[config.mk]
export PLATFORM = sky130hd
export DESIGN_NAME = ctx_kparam_ctrl
export DESIGN_NICKNAME = d
export VERILOG_FILES = /design/src/rtl/ctx_kparam_ctrl.sv
export SDC_FILE = /design/constraint.sdc
export NUM_CORES = 1
export LEC_CHECK = 0
export BUFFER_PORTS_ARGS = -buffer_cell sky130_fd_sc_hd__buf_2
export CAP_MARGIN = 30
export CELL_PAD_IN_SITES_DETAIL_PLACEMENT = 1
export CELL_PAD_IN_SITES_GLOBAL_PLACEMENT = 2
export CORE_MARGIN = 2
export CORE_UTILIZATION = 30
export CTS_CLUSTER_DIAMETER = 40
export DETAILED_ROUTE_END_ITERATION = 12
export HOLD_SLACK_MARGIN = 0.03
export MAX_ROUTING_LAYER = met4
export PLACE_DENSITY = 0.88
export SYNTH_ARGS = -nofsm -noshare
export SYNTH_HDL_FRONTEND = slang
export SYNTH_SLANG_ARGS = --single-unit
[constraint.sdc]
create_clock -name clk -period 3.5 [get_ports clk]
set_clock_uncertainty 0.2 [all_clocks]
set_input_delay 0.525 -clock clk [delete_from_list [all_inputs] [get_ports clk]]
set_output_delay 0.525 -clock clk [all_outputs]
set_load 0.005 [all_outputs]
[src/rtl/ctx_kparam_ctrl.sv]
// ctx_kparam_ctrl: context-statistics sequencer for a LOCO-I encoder.
// Per request it fetches {A,N} for the context and derives the Golomb parameter k
// with an iterative shift-compare. It then emits k and writes back the updated {A,N},
// halving both fields when N reaches RESET_TH. After rst it sweeps every context
// entry to {A_INIT,1}.
//
// Optional feature: define CTX_BYPASS_EN to forward the last written {A,N}. A request
// to the same context then skips the RAM read.
//
// Ports:
//   clk, rst                 clock, synchronous active-high reset
//   req_valid/req_ready      request handshake (ready only in IDLE)
//   req_ctx, req_err         context index, absolute prediction error
//   k_valid, k_out           one-cycle k pulse; k_out holds until the next pulse
//   ram_raddr, ram_rdata     context RAM read port (1-cycle latency), data {A,N}
//   ram_we, ram_waddr,
//   ram_wdata                context RAM write port, data {A,N}
module ctx_kparam_ctrl #(
  parameter int unsigned NUM_CTX  = 365,
  parameter int unsigned CTX_AW   = 9,
  parameter int unsigned A_W      = 13,
  parameter int unsigned N_W      = 7,
  parameter int unsigned RESET_TH = 64,
  parameter int unsigned A_INIT   = 4
) (
  input  logic                 clk,
  input  logic                 rst,
  input  logic                 req_valid,
  output logic                 req_ready,
  input  logic [CTX_AW-1:0]    req_ctx,
  input  logic [8:0]           req_err,
  output logic                 k_valid,
  output logic [3:0]           k_out,
  output logic [CTX_AW-1:0]    ram_raddr,
  input  logic [A_W+N_W-1:0]   ram_rdata,
  output logic                 ram_we,
  output logic [CTX_AW-1:0]    ram_waddr,
  output logic [A_W+N_W-1:0]   ram_wdata
);

  localparam int unsigned D_W   = A_W + N_W;
  localparam int unsigned CNT_W = CTX_AW + 1;
  localparam int unsigned ERR_W = 9;
  localparam int unsigned K_W   = 4;
  localparam int unsigned K_MAX = 13;
  localparam int unsigned SH_W  = 20;

  typedef enum logic [2:0] {INIT, IDLE, RD, LD, KC, WR} state_t;

  state_t             state, state_nx;
  logic [CNT_W-1:0]   init_cnt, init_cnt_nx;
  logic [CTX_AW-1:0]  ctx_r, ctx_nx;
  logic [ERR_W-1:0]   err_r, err_nx;
  logic [A_W-1:0]     a_r, a_nx;
  logic [N_W-1:0]     n_r, n_nx;
  logic [K_W-1:0]     k_r, k_nx;

  logic               req_ready_nx;
  logic               k_valid_nx;
  logic [K_W-1:0]     k_out_nx;
  logic [CTX_AW-1:0]  ram_raddr_nx;
  logic               ram_we_nx;
  logic [CTX_AW-1:0]  ram_waddr_nx;
  logic [D_W-1:0]     ram_wdata_nx;

`ifdef CTX_BYPASS_EN
  logic [CTX_AW-1:0]  last_ctx, last_ctx_nx;
  logic               byp_vld, byp_vld_nx;
`endif

  logic [SH_W-1:0]    n_shift;
  logic               k_grow;
  logic [A_W:0]       a_sum;
  logic [A_W:0]       a_pre;
  logic [A_W-1:0]     a_wr;
  logic [N_W-1:0]     n_wr;

  // k search step and write-back value (halve at RESET_TH, then saturate A)
  always_comb begin
    n_shift = SH_W'(n_r) << k_r;
    k_grow  = (n_shift < SH_W'(a_r)) && (k_r < K_W'(K_MAX));
    a_sum   = {1'b0, a_r} + (A_W+1)'(err_r);
    if (n_r == N_W'(RESET_TH)) begin
      a_pre = a_sum >> 1;
      n_wr  = (n_r >> 1) + N_W'(1);
    end else begin
      a_pre = a_sum;
      n_wr  = n_r + N_W'(1);
    end
    a_wr = a_pre[A_W] ? {A_W{1'b1}} : a_pre[A_W-1:0];
  end

  // next-state and next-output logic; outputs are registered from *_nx
  always_comb begin
    state_nx     = state;
    init_cnt_nx  = init_cnt;
    ctx_nx       = ctx_r;
    err_nx       = err_r;
    a_nx         = a_r;
    n_nx         = n_r;
    k_nx         = k_r;
    k_valid_nx   = 1'b0;
    k_out_nx     = k_out;
    ram_raddr_nx = ram_raddr;
    ram_we_nx    = 1'b0;
    ram_waddr_nx = ram_waddr;
    ram_wdata_nx = ram_wdata;
`ifdef CTX_BYPASS_EN
    last_ctx_nx  = last_ctx;
    byp_vld_nx   = byp_vld;
`endif

    case (state)
      INIT: begin
        if (init_cnt == CNT_W'(NUM_CTX)) begin
          state_nx = IDLE;
        end else begin
          ram_we_nx    = 1'b1;
          ram_waddr_nx = init_cnt[CTX_AW-1:0];
          ram_wdata_nx = {A_W'(A_INIT), N_W'(1)};
          init_cnt_nx  = init_cnt + CNT_W'(1);
        end
      end
      IDLE: begin
        if (req_valid && req_ready) begin
          ctx_nx = req_ctx;
          err_nx = req_err;
`ifdef CTX_BYPASS_EN
          if (byp_vld && (req_ctx == last_ctx)) begin
            k_nx     = '0;
            state_nx = KC;
          end else begin
            ram_raddr_nx = req_ctx;
            state_nx     = RD;
          end
`else
          ram_raddr_nx = req_ctx;
          state_nx     = RD;
`endif
        end
      end
      RD: state_nx = LD;
      LD: begin
        a_nx     = ram_rdata[D_W-1:N_W];
        n_nx     = ram_rdata[N_W-1:0];
        k_nx     = '0;
        state_nx = KC;
      end
      KC: begin
        if (k_grow) begin
          k_nx = k_r + K_W'(1);
        end else begin
          // outputs for the WR cycle are loaded on this edge
          k_valid_nx   = 1'b1;
          k_out_nx     = k_r;
          ram_we_nx    = 1'b1;
          ram_waddr_nx = ctx_r;
          ram_wdata_nx = {a_wr, n_wr};
          state_nx     = WR;
        end
      end
      WR: begin
`ifdef CTX_BYPASS_EN
        a_nx        = ram_wdata[D_W-1:N_W];
        n_nx        = ram_wdata[N_W-1:0];
        last_ctx_nx = ctx_r;
        byp_vld_nx  = 1'b1;
`endif
        state_nx = IDLE;
      end
      default: state_nx = INIT;
    endcase

    req_ready_nx = (state_nx == IDLE);
  end

  // state and registered outputs
  always_ff @(posedge clk) begin
    if (rst) begin
      state     <= INIT;
      init_cnt  <= '0;
      ctx_r     <= '0;
      err_r     <= '0;
      a_r       <= '0;
      n_r       <= '0;
      k_r       <= '0;
      req_ready <= 1'b0;
      k_valid   <= 1'b0;
      k_out     <= '0;
      ram_raddr <= '0;
      ram_we    <= 1'b0;
      ram_waddr <= '0;
      ram_wdata <= '0;
`ifdef CTX_BYPASS_EN
      last_ctx  <= '0;
      byp_vld   <= 1'b0;
`endif
    end else begin
      state     <= state_nx;
      init_cnt  <= init_cnt_nx;
      ctx_r     <= ctx_nx;
      err_r     <= err_nx;
      a_r       <= a_nx;
      n_r       <= n_nx;
      k_r       <= k_nx;
      req_ready <= req_ready_nx;
      k_valid   <= k_valid_nx;
      k_out     <= k_out_nx;
      ram_raddr <= ram_raddr_nx;
      ram_we    <= ram_we_nx;
      ram_waddr <= ram_waddr_nx;
      ram_wdata <= ram_wdata_nx;
`ifdef CTX_BYPASS_EN
      last_ctx  <= last_ctx_nx;
      byp_vld   <= byp_vld_nx;
`endif
    end
  end

endmodule
# Word level (Yosys, flattened, before mapping)

Index checks and enable logic that the tools add are counted.

$add $sub $neg: 5
Order comparisons: 2
Equal/unequal tests: 11
Shift operators: 1
Muxes and demuxes: 18
Bitwise operators: 3
Reductions and logical operators: 11

Operators with widths:

| kind                  | number |
|---|---|
| $mux 20               | 2 |
| $pmux 20 s2           | 1 |
| $lt 20x13->1          | 1 |
| $shl 7x4->20          | 1 |
| $mux 9                | 2 |
| $pmux 3 s6            | 1 |
| $pmux 9 s2            | 1 |
| $add 13x9->14         | 1 |
| $mux 14               | 1 |
| $mux 13               | 1 |
| $add 10x1->10 const B | 1 |
| $eq 10x9->1 const B   | 1 |
| $mux 3                | 3 |
| $pmux 4 s2            | 1 |
| $reduce_and 2->1      | 4 |
| $add 6x1->7 const B   | 1 |
| $add 7x1->7 const B   | 1 |
| $eq 7x7->1 const B    | 1 |
| $mux 7                | 1 |
| $eq 3x1->1 const B    | 2 |
| $eq 3x2->1 const B    | 2 |
| $eq 3x3->1 const B    | 2 |
| $ne 2x2->1 const B    | 3 |
| $add 4x1->4 const B   | 1 |
| other kinds (10)      | 15 |

Bits in registers: 91
Bits of input ports: 41
Output and inout port bits: 45
Logic and storage cells: 64

# Longest topological paths before layout

Gate-level depths: netlist of run 1.

Word-level depth: 6
Gate-level depth with buffers: 16
Depth with buffers taken out: 13

# Worst setup path before layout of run 1

No wires, ideal clock.

Path kind: register to register
Start: register k_r[1]
End: register ram_wdata[18]
Arrival: 3334 ps
Required time: 3213 ps
Path slack: -121 ps
Cell stages (with the launch flop): 17
Path buffers: 3
Clock period less this slack: 3621 ps
Cells stage by stage: dfxtp_1 buf_4 buf_2 nor2b_1 a211oi_1 a21oi_1 mux2_2 nand2_1 o21ai_0 ha_1 nand4_1 or4_1 a31o_1 a31oi_2 buf_2 o21ai_1 o31ai_1

Word-level cells in the longest chain between the ends: 5
Elaborated cells between the ends (all ways): 6
Those cells by class: order compare (2); eq/ne (1); shift (1); reduce/logical (2)

RTL lines:

| element                      | line | text |
|---|---|---|
| start: declaration           | 56   | `logic [K_W-1:0] k_r, k_nx;` |
| start signal: assignment     | 205  | `k_r <= k_nx;` |
| $shl 7x4->20                 | 80   | `n_shift = SH_W'(n_r) << k_r;` |
| $lt 20x13->1                 | 81   | `k_grow = (n_shift < SH_W'(a_r)) && (k_r < K_W'(K_MAX));` |
| $logic_and 1x1->1 *          | 81   |  |
| $ne 2x2->1 (no line) *       | --   |  |
| $reduce_and 3->1 (no line) * | --   |  |
| end signal: assignment       | 212  | `ram_wdata <= ram_wdata_nx;` |
| end: declaration             | 38   | `output logic [A_W+N_W-1:0] ram_wdata` |

Every way passes the cells marked *; elsewhere a longest branch is shown, timed or not.
A chain may end at the register's enable or synchronous reset.

# Worst setup path after layout of run 1

Start: register k_r[1]
End: register ram_wdata[11]

The elaborated chain is that of the path after synthesis.

==> results of run 1 <==
[metal layers]
metal / track usage [%] / up-vias / share of wire (%)
li1: - / 2577 / -
met1: 24.9 / 2563 / 45
met2: 33.3 / 130 / 49
met3: 3.38 / 28 / 4.3
met4: 6.87 / 0 / 2.2
met5: - / - / 0
[worst max-delay path, cell delays in order (launching register included)]
cell and delay [ps]:
dfxtp_4 390, buf_8 130, mux2i_1 250, nor2_1 60
a31oi_1 250, o22ai_2 150, ha_1 320, nand4_1 110
or4_4 530, a31o_4 240, a31oi_4 180, buf_12 160
nor3_4 60, buf_6 180, mux2i_1 120
[what timing repair did]
item | CTS | global route
pin swaps | 7 | 14
cloned | 2 | 1
setup buffers | 4 | 7
resized for setup | 16 | 31
endpoints found under the setup margin | 30 | 38
hold endpoints to repair | 0 | 0
[cell usage after synthesis (13+ instances only)]
cell,instances
a21oi_1,66
clkbuf_1,36
dfxtp_1,91
ha_1,26
inv_1,24
mux2i_1,16
nand2_1,139
nand3_1,14
nor2_1,43
nor3_1,13
o21ai_0,13
[cells by family after synthesis]
| group | count (synthesis) | share of synthesized area [%] |
|---|---|---|
| simple gates | 262 | 22.0 |
| xor+xnor | 20 | 3.27 |
| flops | 91 | 34.0 |
| buf+inv | 78 | 6.55 |
| fa+ha+maj | 27 | 6.45 |
| compound gates | 172 | 22.2 |
| mux | 24 | 5.52 |
[final cells by class]
class	instances	area share, %
sequential	91	27.5
tap	225	4.22
clock buffer	10	3.43
multi-input combinational	505	49.7
timing repair buffer	134	12.6
clock inverter	6	1.09
inverter	26	1.46
[cell usage in the layout, fill, tap and decap left out, types with 7 or more instances in the layout]
cell type | netlist | routed
o221ai_1 | 8 | 8
o311a_1 | 9 | 9
o31ai_1 | 7 | 7
xnor2_1 | 8 | 8
inv_1 | 24 | 24
clkbuf_16 | 0 | 9
buf_4 | 1 | 39
dfxtp_1 | 91 | 87
mux2i_1 | 16 | 16
o311ai_1 | 8 | 8
a21oi_1 | 66 | 62
or3_1 | 7 | 7
xor2_1 | 12 | 12
nand2_1 | 139 | 136
nand3_1 | 14 | 14
nand4_1 | 12 | 12
o21ai_1 | 12 | 12
o21ai_0 | 13 | 11
nor2b_1 | 8 | 7
nor3_1 | 13 | 13
ha_1 | 26 | 26
buf_2 | 7 | 86
nor2_1 | 43 | 39
[sequential cells by signal, summed over array words and instances (netlist names)]
register,count
n_r,7
ram_we,1
k_r,4
init_cnt,10
k_valid,1
state,3
a_r,13
ctx_r,9
err_r,9
ram_waddr,9
k_out,4
ram_wdata,20
req_ready,1
[through the flow]
stage	instance area (µm²)	setup WS [ps]	std cells
after detailed placement	6090	-67.2	968
final	6670	24.8	997
after CTS	6480	0.448	990
after global placement	6090	80.5	968
after floorplan	5370	11.6	674
after global routing	6670	-66.0	997
[power groups by stage]
stage / clock network, mW / registers (mW) / logic [mW]
after floorplan: 0 / 1.07 / 0.0270
after global placement: 0 / 1.07 / 0.0658
after detailed placement: 0 / 1.07 / 0.0660
after CTS: 1.05 / 1.05 / 0.0664
after global routing: 1.09 / 1.05 / 0.0732
final: 1.02 / 1.05 / 0.0649
[worst paths after layout]
path                                    from  cells past startpoint       endpoint  slack [ps]
worst max-delay path                  k_r[1]                     14  ram_wdata[11]          20
worst min-delay path            ram_rdata[1]                      3         n_r[1]         200
worst max register to register        k_r[1]                     14  ram_wdata[11]          20
worst min register to register  ram_wdata[4]                      2   ram_wdata[4]         250
==> results.yml, run 1 <==
floorplanning:
  die_h_um: 138
  die-area_mm2: 0.0189
  io_pins: 86
  rows: 48
  start_util_pct: 30.8
  core_mm2: 0.0174
  fp.dieW_um: 138
clock_tree:
  cts.path.max_buffers: 2
  cts_hold_buf: 0
  clk_pin_slew_ps: 70
  clk_latency_ps: 360
  htree_levels: 3
  cts_buffers: 9
  cts_root_buffer: "clkbuf_16"
  cts_tree: "done"
  clkSinkCount: 91
placed_design:
  portBuffers: 85
  place_hpwl_um: 13100
  gp_congestion: 0.856
cells_and_area:
  fin_util_pct: 38.4
  fillCellCount: 2097
  multi_input_area_mm2: 0.00331
  seqCellArea_mm2: 0.00183
  n_antenna_cell: 0
  final_nets: 835
  drive_gt1_share_pct: 25.4
  syn_to_final_growth_pct: 24.6
drt:
  detail-route-antenna-nets: 0
  viasPerCell: 5.31
  drtIter0Drc: 183
  num_vias: 5298
  wire_per_inst_um: 17.9
  drc_errors: 0
  wl_um: 17800
  drt_first_pass_iters: 4
outcome:
  status: "complete, no violations"
yosys:
  yosysTopAreaCellShare_pct: 34.0
  synth_area_leader_cell: "dfxtp_1"
  yosysWarnings: 0
  postSynthNetCount: 742
  yosys-top-cells-area: "dfxtp_1, nand2_1, a21oi_1"
  synth_area_mm2: 0.00535
  ys_types: 66
  seq_area_frac_synth_pct: 34.0
  synthCells: 674
  async_reset_ff_share_pct: 0
  synth_flop_cell: "dfxtp_1"
  post_synth.cell_area_avg_um2: 7.94
  synth-seq-cells: 91
  synth_edf_count: 0
power_and_ir_drop:
  switching_share_pct: 23.5
  power.switching_mw: 0.501
  p_per_area_mw_per_mm2: 320
  seqPwrFrac_pct: 49.0
  ir_drop_mv: 0.216
  pwr-share-comb_pct: 3.0
  power_mw: 2.14
  clkPwrFrac_pct: 48.0
  power_leakage_nw: 2.60
  p_int_mw: 1.63
setup_path:
  path_max_fanout: 7
  required_ps: 3540
  critPathLaunchType: "register"
  critPathKind: "register to register"
  arrival_ps: 3510
  end_kind: "register"
sta:
  finalHoldViolations: 0
  worst_pin_slew_ps: 744
  fin_crit_sh_pct: 99.3
  setup_viol: 0
  slew_viol_final: 0
  period_needed_ps: 3480
  rsz0062_at_grt: "yes"
  fmax_ghz: 0.288
  relSlewSlack_pct: 50.1
  finalSetupTns_ps: 0
  whs_ps: 200
grt:
  track_usage_pct: 20.1
  first_global_vias: 5472
  antenna_found_initial: 0
  grt_max_degree: 35
  grt_pass1_wl_um: 28600
  gr-total-overflow: 0
hold_path:
  min_path_type: "primary input to register"
flow_run:
  drv_cap: 0
Note: power is estimated with default switching activity, not from simulation.
==> run 2, diff against run 1 <==
- clock period: 3.5 -> 2.8 ns (I/O delays scaled with it)
==> run 2 against run 1 <==
  * The run now ends with setup timing left
  * Cell count up 4.4%
  * Die area unchanged
  * Maximum frequency down 1.1%
  * Clock-buffer cell count up 1
  * Utilization up 2.4 points
  * Non-clock buffer count up 43
  * Total power up 25%
  * Wire length up 4.0%
  * Critical path type unchanged
  * Largest cell class unchanged
  * Largest power group unchanged
  * Highest routed layer unchanged
==> results.yml, run 2 (synthesis results as in run 1) <==
clock_tree:
  clk_pin_slew_ps: 70
  htree_levels: 3
  cts_root_buffer: "clkbuf_16"
  cts_buffers: 9
  cts_hold_buf: 0
  clk_latency_ps: 360
  cts.path.max_buffers: 2
  cts_tree: "done"
  clkSinkCount: 91
sta:
  setup_viol: 40
  fmax_ghz: 0.285
  fin_crit_sh_pct: 125
  rsz0062_at_grt: "yes"
  relSlewSlack_pct: 48.1
  period_needed_ps: 3510
  finalHoldViolations: 0
  slew_viol_final: 0
  fin_ws_ps: -712
  worst_pin_slew_ps: 773
floorplanning:
  rows: 48
  die-area_mm2: 0.0189
  io_pins: 86
  fp.dieW_um: 138
  start_util_pct: 30.8
  die_h_um: 138
  core_mm2: 0.0174
outcome:
  status: "finished, violations left"
  violations: "setup timing"
cells_and_area:
  top_regs: "ram_wdata: 20 flops, a_r: 13 flops, init_cnt: 10 flops"
  final_cell_mix: "nand2_1, dfxtp_1, buf_2, buf_4, a21oi_1"
  n_antenna_cell: 0
  fin_util_pct: 40.8
  syn_to_final_growth_pct: 32.3
  fillCellCount: 2083
  drive_gt1_share_pct: 29.8
  layout_commonest_cell: "nand2_1"
  seqCellArea_mm2: 0.00183
  largest_reg_flops: 20
  final_nets: 879
  largest-register: "ram_wdata"
  multi_input_area_mm2: 0.00338
setup_path:
  reg2reg_depth: 15
  critPathLaunchType: "register"
  end_kind: "register"
  required_ps: 2850
  path_max_fanout: 6
  arrival_ps: 3560
  critPathKind: "register to register"
drt:
  wire_per_inst_um: 17.8
  drt_first_pass_iters: 4
  drtIter0Drc: 263
  wl_um: 18600
  drc_errors: 0
  detail-route-antenna-nets: 0
  viasPerCell: 5.22
  num_vias: 5439
grt:
  track_usage_pct: 20.8
  gr-total-overflow: 0
  antenna_found_initial: 0
  first_global_vias: 5705
  grt_pass1_wl_um: 29700
  grt_max_degree: 35
power_and_ir_drop:
  ir_drop_mv: 0.232
  p_per_area_mw_per_mm2: 376
  power_leakage_nw: 2.83
placed_design:
  portBuffers: 85
  gp_congestion: 0.898
  place_hpwl_um: 13600
  dpl_worst_slack_ps: -830
hold_path:
  holdPathStages: 3
  min_path_type: "primary input to register"
flow_run:
  drv_cap: 0
## run 2: cell types whose count changed in the layout (fill, tap and decap cells not counted), sizes merged
| cell | previous run | this run |
|---|---|---|
| buf | 134 | 177 |
| nand2 | 140 | 141 |
| clkbuf | 10 | 11 |
| clkinvlp | 0 | 1 |
| clkinv | 3 | 2 |
| inv | 28 | 27 |
## run 2: final cells by class
type | count | area share [%]
well taps | 225 | 3.97
clock buffers | 11 | 3.43
multi-input cells | 506 | 47.8
repair buffers | 177 | 16.7
inverters | 26 | 1.38
clock inverters | 5 | 0.848
flip-flops and latches | 91 | 25.9
## run 2: power by group
part	internal [mW]	switching, mW	total (mW)
Sequential	1.30	0.00820	1.31
Combinational	0.0377	0.0452	0.0829
Clock	0.722	0.548	1.27
Total	2.06	0.602	2.66
## run 2: layer usage
metal | GRT usage, % | share of wire [%]
met5 | - | 0
met4 | 7.56 | 2.1
met3 | 2.35 | 3.2
met2 | 34.2 | 48
met1 | 26.4 | 47
## run 2: final timing paths
path / start / to / slack [ps]
setup / recovery: k_r[1] / ram_waddr[2] / -710
hold / removal: req_ctx[7] / ctx_r[7] / 100
setup reg to reg: k_r[1] / ram_waddr[2] / -710
hold reg to reg: ram_wdata[4] / ram_wdata[4] / 260
## run 2: through the flow
| step | std cells | TNS (ps) | area (µm²) | total power [mW] | hold WS (ps) |
|---|---|---|---|---|---|
| floorplan | 674 | -15870 | 5460 | 1.37 | 241 |
| global placement | 1007 | -25750 | 6460 | 1.42 | 246 |
| detailed placement | 1007 | -29370 | 6460 | 1.42 | 255 |
| CTS | 1030 | -24200 | 6930 | 2.69 | 93.5 |
| global route | 1041 | -29670 | 7080 | 2.75 | 104 |
| finish | 1041 | -25550 | 7080 | 2.66 | 102 |
## run 2: timing repair
action,in CTS,in global routing
endpoints found under the setup margin,40,40
gates resized for setup,24,14
buffers inserted,6,10
pin swaps,10,12
gates cloned,1,1
## run 2: worst max-delay path, stage by stage (launching register included)
cell and delay [ps]:
dfxtp_4 390, buf_6 140, buf_4 160, mux4_2 360
a21oi_2 160, o22ai_1 100, ha_1 320, inv_1 60
or4_4 510, a31o_4 240, a31oi_4 160, buf_12 150
buf_4 110, buf_6 100, o311ai_1 90, o311a_1 150
==> run 3, diff against run 2 <==
- CORE_ASPECT_RATIO: default -> 0.6
==> run 3 against run 2 <==
  * The flow still finishes with violations (setup timing)
  * Sequential share of layout area fell by 0.14 points
  * Clock power barely moved
  * Maximum frequency fell by 2.1%
  * Worst setup slack got worse by 74 ps
  * First-iteration DRC count rose by 62%
  * Register-to-register slack got worse by 70 ps
  * Critical path depth rose by 1
  * Worst hold slack got worse by 8.0 ps
==> results.yml, run 3 (synthesis results as in run 1) <==
cells_and_area:
  layout_commonest_cell: "nand2_1"
  drive_gt1_share_pct: 30.4
  final_nets: 870
  final_cells: 1041
  final_cell_mix: "nand2_1, dfxtp_1, buf_2, buf_4, a21oi_1"
  largest_reg_flops: 20
  n_antenna_cell: 0
  largest-register: "ram_wdata"
  fin_area_mm2: 0.00711
  top_regs: "ram_wdata: 20 flops, a_r: 13 flops, init_cnt: 10 flops"
  syn_to_final_growth_pct: 32.8
placed_design:
  portBuffers: 85
  place_hpwl_um: 14800
  place_area_mm2: 0.00644
  place_inst: 1008
  gp_congestion: 0.868
sta:
  period_needed_ps: 3590
  worst_pin_slew_ps: 692
  setup_viol: 40
  fin_crit_sh_pct: 128
  rsz0062_at_grt: "yes"
  finalHoldViolations: 0
  relSlewSlack_pct: 53.9
  slew_viol_final: 0
  fin_ws_ps: -786
  fmax_ghz: 0.279
clock_tree:
  htree_levels: 3
  cts_buffers: 9
  cts_root_buffer: "clkbuf_16"
  cts_tree: "done"
  cts.path.max_buffers: 2
  clk_latency_ps: 360
  clk_pin_slew_ps: 80
  clkSinkCount: 91
grt:
  grt_pass1_wl_um: 31500
  track_usage_pct: 22.2
  grt_max_degree: 43
  first_global_vias: 5547
  gr-total-overflow: 0
  antenna_found_initial: 0
power_and_ir_drop:
  clkPwrFrac_pct: 47.1
  power_leakage_nw: 2.79
  power.switching_mw: 0.652
  seqPwrFrac_pct: 49.7
  switching_share_pct: 24.8
  p_int_mw: 1.98
  ir_drop_mv: 0.241
  pwr-share-comb_pct: 3.2
  p_per_area_mw_per_mm2: 371
floorplanning:
  start_util_pct: 30.9
  io_pins: 86
  die_h_um: 107
  core_mm2: 0.0173
  fp.dieW_um: 176
  rows: 37
  die-area_mm2: 0.0190
hold_path:
  min_path_type: "primary input to register"
drt:
  wl_um: 20000
  drc_errors: 0
  drt_first_pass_iters: 5
  num_vias: 5569
  detail-route-antenna-nets: 0
  met3_length_um: 1270
  wl_met1_um: 10500
  wire_per_inst_um: 19.2
  wl_met2_um: 8050
  drtIter0Drc: 426
  viasPerCell: 5.35
  top_layer_used: "met4"
setup_path:
  required_ps: 2880
  arrival_ps: 3660
  critPathKind: "register to register"
  path_max_fanout: 6
  critPathLaunchType: "register"
  end_kind: "register"
outcome:
  violations: "setup timing"
  status: "finished, violations left"
flow_run:
  drv_cap: 0
## run 3: layout make-up
type | count | area, µm²
tap | 234 | 293
clock inverter | 6 | 52.6
multi-input combinational | 506 | 3410
clock buffer | 10 | 239
sequential | 91 | 1830
timing repair buffer | 168 | 1190
inverter | 26 | 97.6
fill | 2115 | 10200
## run 3: metrics by stage
step | util, % | hold slack [ps] | power, mW | setup slack [ps] | setup TNS (ps)
finish | 41.1 | 93.8 | 2.63 | -786 | -28680
global placement | 37.2 | 246 | 1.42 | -598 | -21470
global route | 41.1 | 96.4 | 2.72 | -896 | -32700
CTS | 40.7 | 84.2 | 2.65 | -714 | -25980
detailed placement | 37.2 | 250 | 1.42 | -706 | -25650
floorplan | - | 241 | 1.37 | -460 | -15870
## run 3: what timing repair did
action | CTS | global route
setup buffers | 11 | 2
gates resized for setup | 37 | 12
cloned | 4 | 0
hold buffers | 0 | 0
setup endpoints to repair | 40 | 40
pin swaps | 18 | 7
## run 3: power groups by stage
stage / combinational (mW) / clock (mW) / sequential (mW)
after global placement: 0.0809 / 0 / 1.34
after global routing: 0.0931 / 1.32 / 1.31
after floorplan: 0.0347 / 0 / 1.34
after detailed placement: 0.0827 / 0 / 1.34
after CTS: 0.0842 / 1.26 / 1.31
final: 0.0837 / 1.24 / 1.31
## run 3: metal layers
metal	GRT usage [%]	vias up
met5	-	-
li1	-	2643
met4	4.07	0
met3	3.95	21
met1	33.3	2716
met2	30.8	189
## run 3: worst max-delay path, cell delays in order (launching register included)
cell and delay, ps:
dfxtp_4 360, buf_6 120, buf_6 100, a211oi_2 220, a21oi_2 80, mux2_4 280, nand2_2 50, o21ai_1 60
ha_1 310, nand4_1 110, or4_4 510, a31o_4 250, a31oi_4 250, buf_6 140, nor3_4 70, buf_6 180
mux2i_1 190
## run 3: path summary, 6_finish.rpt
check | start | end | slack (ps) | cells past startpoint
max | k_r[1] | ram_wdata[5] | -790 | 16
min | ram_rdata[0] | n_r[0] | 90 | 3
max reg2reg | k_r[1] | ram_wdata[5] | -790 | 16
min reg2reg | ram_wdata[11] | ram_wdata[11] | 260 | 2
